$ cat config.mk
export PLATFORM = sky130hd
export DESIGN_NAME = pulse_meas_ctrl
export DESIGN_NICKNAME = d
export VERILOG_FILES = /design/src/rtl/pulse_meas_pkg.sv /design/src/rtl/pulse_sync.sv /design/src/rtl/pulse_meas_ctrl.sv
export SDC_FILE = /design/constraint.sdc
export NUM_CORES = 1
export LEC_CHECK = 0
export CORE_MARGIN = 1.5
export CORE_UTILIZATION = 47
export CTS_CLUSTER_DIAMETER = 50
export DETAILED_ROUTE_END_ITERATION = 10
export PLACE_DENSITY = 0.67
export SLEW_MARGIN = 20
export SYNTH_ARGS = -nofsm -noshare
export SYNTH_HDL_FRONTEND = slang
export SYNTH_SLANG_ARGS = --single-unit
$ cat constraint.sdc
create_clock -name clk -period 2.7 [get_ports clk]
set_input_delay 0.54 -clock clk [delete_from_list [all_inputs] [get_ports clk]]
set_output_delay 0.54 -clock clk [all_outputs]
set_load 0.01 [all_outputs]
$ cat src/rtl/pulse_meas_pkg.sv
// Shared types and defaults for the pulse-width measurement sequencer.
// Latency: n/a (declarations only).
// Backpressure: n/a.
package pulse_meas_pkg;

  localparam int LEN_W = 10;

  localparam logic [31:0] DEF_MIN_CYCLES     = 32'd3;
  localparam logic [31:0] DEF_MAX_CYCLES     = 32'd50_000_000;  // 1 s at 50 MHz
  localparam logic [31:0] DEF_TIMEOUT_CYCLES = 32'd50_000_000;  // 1 s at 50 MHz

  typedef enum logic [2:0] {
    IDLE,
    CLEAR,
    WAIT_LOW,
    WAIT_RISE,
    MEASURE,
    RESULT
  } meas_state_t;

endpackage

$ cat src/rtl/pulse_sync.sv
// Two-flop synchroniser for the raw pulse input, plus a one-cycle delayed copy.
// Latency: pulse_in to pulse_s 2 cycles, pulse_d one cycle later.
// Backpressure: none (free running).
// Ports: clk, reset (sync, active-high), pulse_in (async) -> pulse_s, pulse_d.
module pulse_sync (
  input  logic clk,
  input  logic reset,
  input  logic pulse_in,
  output logic pulse_s,
  output logic pulse_d
);

  logic meta;

  always_ff @(posedge clk) begin
    if (reset) begin
      meta    <= 1'b0;
      pulse_s <= 1'b0;
      pulse_d <= 1'b0;
    end else begin
      meta    <= pulse_in;
      pulse_s <= meta;
      pulse_d <= pulse_s;
    end
  end

endmodule

$ cat src/rtl/pulse_meas_ctrl.sv
// Sequencer that arms one pulse-width measurement per start, gates the external
// length datapath for exactly the synchronised pulse-high cycles, and returns the result.
// Latency: start to meas_clear 1 cycle; falling edge of pulse_s to res_valid 1 cycle.
// Backpressure: result held in RESULT until res_valid & res_ready; start ignored while busy.
// Ports: clk, reset (sync, active-high), start, pulse_in; meas_clear/meas_gate/meas_length
//        to/from the length datapath; busy; res_valid/res_ready handshake carrying
//        res_length, res_timeout, res_overflow.
module pulse_meas_ctrl
  import pulse_meas_pkg::*;
#(
  parameter logic [31:0] MIN_CYCLES     = DEF_MIN_CYCLES,
  parameter logic [31:0] MAX_CYCLES     = DEF_MAX_CYCLES,
  parameter logic [31:0] TIMEOUT_CYCLES = DEF_TIMEOUT_CYCLES
) (
  input  logic             clk,
  input  logic             reset,
  input  logic             start,
  input  logic             pulse_in,
  output logic             meas_clear,
  output logic             meas_gate,
  input  logic [LEN_W-1:0] meas_length,
  output logic             busy,
  output logic             res_valid,
  input  logic             res_ready,
  output logic [LEN_W-1:0] res_length,
  output logic             res_timeout,
  output logic             res_overflow
);

  meas_state_t state, state_nxt;

  logic [31:0] width_cnt;
  logic [31:0] wait_cnt;
  logic        pulse_s;
  logic        pulse_d;
  logic        fall;
  logic        wait_expired;
  logic        ovf_hit;

  // one-cycle strobes from the FSM to the datapath registers
  logic start_acc;
  logic wait_inc;
  logic take_len;
  logic take_timeout;
  logic take_ovf;

  pulse_sync u_sync (
    .clk      (clk),
    .reset    (reset),
    .pulse_in (pulse_in),
    .pulse_s  (pulse_s),
    .pulse_d  (pulse_d)
  );

  // MEASURE is only ever entered or held with pulse_s high, so this marks the
  // first low cycle after the measured pulse.
  assign fall         = pulse_d & ~pulse_s;
  assign wait_expired = (wait_cnt == TIMEOUT_CYCLES - 32'd1);
  assign ovf_hit      = (state == MEASURE) && pulse_s && (width_cnt == MAX_CYCLES);

  always_ff @(posedge clk) begin
    if (reset) state <= IDLE;
    else       state <= state_nxt;
  end

  always_comb begin
    state_nxt    = state;
    start_acc    = 1'b0;
    wait_inc     = 1'b0;
    take_len     = 1'b0;
    take_timeout = 1'b0;
    take_ovf     = 1'b0;
    meas_gate    = 1'b0;
    case (state)
      IDLE: begin
        if (start) begin
          start_acc = 1'b1;
          state_nxt = CLEAR;
        end
      end
      CLEAR: state_nxt = WAIT_LOW;
      WAIT_LOW: begin
        if (wait_expired) begin
          take_timeout = 1'b1;
          state_nxt    = RESULT;
        end else begin
          wait_inc = 1'b1;
          // refuse to start on a pulse that was already high when armed
          if (!pulse_s) state_nxt = WAIT_RISE;
        end
      end
      WAIT_RISE: begin
        // the rising cycle itself is counted so the gate spans all N high cycles
        meas_gate = pulse_s;
        if (pulse_s) begin
          wait_inc  = 1'b1;
          state_nxt = MEASURE;
        end else if (wait_expired) begin
          take_timeout = 1'b1;
          state_nxt    = RESULT;
        end else begin
          wait_inc = 1'b1;
        end
      end
      MEASURE: begin
        meas_gate = pulse_s & ~ovf_hit;
        if (ovf_hit) begin
          take_ovf  = 1'b1;
          state_nxt = RESULT;
        end else if (fall) begin
          if (width_cnt < MIN_CYCLES) begin
            state_nxt = CLEAR;  // glitch: rearm, the wait budget keeps running
          end else begin
            take_len  = 1'b1;
            state_nxt = RESULT;
          end
        end
      end
      RESULT: begin
        if (res_ready) state_nxt = IDLE;
      end
      default: state_nxt = IDLE;
    endcase
  end

  always_ff @(posedge clk) begin
    if (reset) begin
      width_cnt    <= '0;
      wait_cnt     <= '0;
      res_length   <= '0;
      res_timeout  <= 1'b0;
      res_overflow <= 1'b0;
    end else begin
      // wait budget restarts only on a fresh start, not on a glitch rearm
      if (start_acc) begin
        wait_cnt     <= '0;
        res_timeout  <= 1'b0;
        res_overflow <= 1'b0;
      end else if (wait_inc) begin
        wait_cnt <= wait_cnt + 32'd1;
      end

      if (state == CLEAR)  width_cnt <= '0;
      else if (meas_gate)  width_cnt <= width_cnt + 32'd1;

      // datapath count is already final in the capture cycle
      if (take_len || take_ovf) res_length <= meas_length;
      if (take_ovf)             res_overflow <= 1'b1;
      if (take_timeout) begin
        res_length  <= '0;
        res_timeout <= 1'b1;
      end
    end
  end

  assign meas_clear = reset | (state == CLEAR);
  assign busy       = (state != IDLE);
  assign res_valid  = (state == RESULT);

endmodule

==> impl_metrics.yaml <==
run_status:
  outcome: "finished with violations"
  violations: "negative setup slack"
floorplanning:
  die-area_sq_mm: 0.00893
  die_h_um: 94.5
  rows: 33
  coreArea_sq_mm: 0.00818
  io_pins: 31
  initial_core_util: 0.481
  die_w_um: 94.5
sta:
  final_hold_viol_count: 0
  whs_ps: 454
  fin_crit_ps: 2720
  clock_skew_ps: 11.6
  max_freq_mhz: 367
  rsz0062_at_grt: "true"
  tightest_slew_ps: 662
  setup_tns_ps: -23.4
  slew_headroom: 0.558
  fin_crit_sh: 1.01
  setup_ws_ps: -23.4
  setup_violations: 1
  finalMaxSlewViolations: 0
drt:
  vias_per_cell: 5.35
  drt_iter0_markers: 137
  drc: 0
  postRouteAntennaNets: 0
  via_count: 3394
  routed_wl_um: 8520
  first_pass_iters: 5
  wl_per_cell_um: 13.4
power:
  powerDensity_mw_per_mm2: 521
  p_int_w: 0.00185
  vdd_drop_max_mv: 0.336
  p_leak_nw: 1.69
  p_seq_frac: 0.499
  p_total_w: 0.00251
  switching_share: 0.266
  combPwrFrac: 0.141
  switching_power_w: 0.000669
  pwr-share-clk: 0.360
global_routing:
  grt_pass1_wl_um: 14100
  grt-ovfl-total: 0
  grt_max_degree: 33
  grt_antenna_before_repair: 0
  grt_pass1_vias: 3087
  track_usage: 0.200
setup_path:
  cp.required_ps: 2160
  endpoint_kind: "output pin"
  critPathLaunchType: "flip-flop"
  cp.arrival_ps: 2180
  worstSetupPathType: "reg2out"
  cp_max_fo: 2
final_layout:
  insertedDiodeCount: 0
  drive_gt1_frac: 0.166
  final_util: 0.590
  final_net_count: 542
  area_growth_pct: 22.5
clock_tree:
  cts_tree: "yes"
  root_buffer: "clkbuf_8"
  cts_buffer_depth: 2
  clk_latency_ps: 350
  clk_pin_slew_ps: 80
  cts.htree.levels: 3
  cts_sinks: 82
  cts_made_buffers: 9
synth:
  ys_seq_elements: 82
  synth.net_count: 478
  syn_area_per_cell_sq_um: 8.56
  synthArstFlopShare: 0
  netlist_instances: 460
  synthFlopType: "dfxtp_1"
  synth_seq_area_share: 0.417
  synth_edf_count: 0
  synth_warnings: 0
  syn_area_sq_mm: 0.00394
  synth_cell_types: 53
hold_path:
  hold_class: "reg2reg"
run:
  cap_violations: 0
place:
  hpwl_um: 6110
  io_buffers: 30
  pre_cts_slack_ps: -205
  gp_congestion: 0.781
==> state kept, by name, indices dropped and copies added (netlist names) <==
signal	cells
res_timeout	1
width_cnt	32
u_sync.pulse_d	1
wait_cnt	32
res_length	10
u_sync.pulse_s	1
res_overflow	1
state	3
u_sync.meta	1
==> final cells by class <==
cell class                 instances  area [sq um]
multi-input combinational        348          2200
fill                             711          3350
clock inverter                     5          52.6
timing repair buffer              68           587
clock buffer                      11           151
inverter                          15          56.3
sequential                        82          1640
tap                              105           131
==> metal layers <==
metal	GRT usage	part of all wire
met1	0.274	0.49
met3	0.0459	0.055
met4	0.0634	0.013
met5	0	0
met2	0.309	0.45
==> path summary, 6_finish.rpt <==
check	start	to	slack [ps]	cells after the start
setup / recovery	width_cnt[0]$_SDFFE_PP0P_	meas_gate	-20	8
hold / removal	u_sync.meta$_SDFF_PP0_	u_sync.pulse_s$_SDFF_PP0_	450	1
setup reg to reg	width_cnt[0]$_SDFFE_PP0P_	res_length[8]$_SDFFE_PP0P_	230	10
hold reg to reg	u_sync.meta$_SDFF_PP0_	u_sync.pulse_s$_SDFF_PP0_	450	1
==> cell usage in the layout (no fill, tap or decap), types with 4 or more instances in the layout <==
cell             instances
clkdlybuf4s50_1         29
nor4_1                   9
xor2_1                  28
nor2_2                  10
nand2_1                 32
nor2b_1                  6
xnor2_1                 27
or3_1                    9
nand3_1                 24
or4_4                    4
inv_1                   12
o21ai_0                 11
buf_4                   38
nor3_1                  15
mux2i_1                 10
nand4_1                 21
dfxtp_1                 80
and3_1                   6
nor2_1                  76
a21oi_1                 13
clkbuf_8                11
==> per-stage QoR <==
step	area [sq um]	std cells
after floorplan	3940	460
after global routing	4820	634
after global placement	4580	617
after detailed placement	4580	617
final	4820	634
after CTS	4810	634
==> cells by family (layout without fill, tap and decap cells) <==
logic type	Yosys count	in the layout	synth area share
simple gates	244	244	0.341
flops	82	82	0.417
xor+xnor	55	55	0.122
compound gates	36	36	0.0537
buf+inv	30	99	0.0311
mux	10	10	0.0254
fa+ha+maj	3	3	0.00954
==> Yosys cell counts, drive strengths merged (2+ instances only) <==
library cell | count | share of area
nor2 | 86 | 0.088
dfxtp | 82 | 0.42
nand2 | 33 | 0.032
xor2 | 28 | 0.062
xnor2 | 27 | 0.060
nand3 | 25 | 0.032
nand4 | 21 | 0.033
nor3 | 16 | 0.023
inv | 15 | 0.014
a21oi | 13 | 0.017
o21ai | 11 | 0.014
clkbuf | 10 | 0.0099
mux2i | 10 | 0.025
nor4 | 10 | 0.017
or3 | 9 | 0.014
and3 | 7 | 0.011
or4 | 7 | 0.016
nor2b | 6 | 0.0095
nor4b | 6 | 0.023
and4 | 5 | 0.012
buf | 5 | 0.0070
and2 | 3 | 0.0048
ha | 3 | 0.0095
nand2b | 3 | 0.0048
nor3b | 2 | 0.0038
o21a | 2 | 0.0038
o22ai | 2 | 0.0032
o31ai | 2 | 0.0038
==> critical path: stages (launching register included) <==
cell     delay (ps)
dfxtp_2         330
inv_2            70
ha_4            130
nand3_2          50
or4_4           520
or4_4           520
nand2_4          80
inv_2            30
buf_6           100
==> power by group through the flow <==
| stage | Clock [W] | Combinational (W) | Sequential [W] |
|---|---|---|---|
| 2_1_floorplan | 0 | 0.000220 | 0.00128 |
| 3_3_place_gp | 0 | 0.000347 | 0.00128 |
| 3_5_place_dp | 0 | 0.000353 | 0.00128 |
| 4_1_cts | 0.000921 | 0.000356 | 0.00125 |
| 5_1_grt | 0.000980 | 0.000389 | 0.00126 |
| 6_report | 0.000905 | 0.000355 | 0.00125 |
==> repair_timing <==
action                                  CTS  global route
setup buffers                             1             0
resized for setup                        13             3
hold buffers                              0             0
pin swaps                                 5             4
endpoints found under the setup margin    1             1
(Power assumes the default switching activity.)
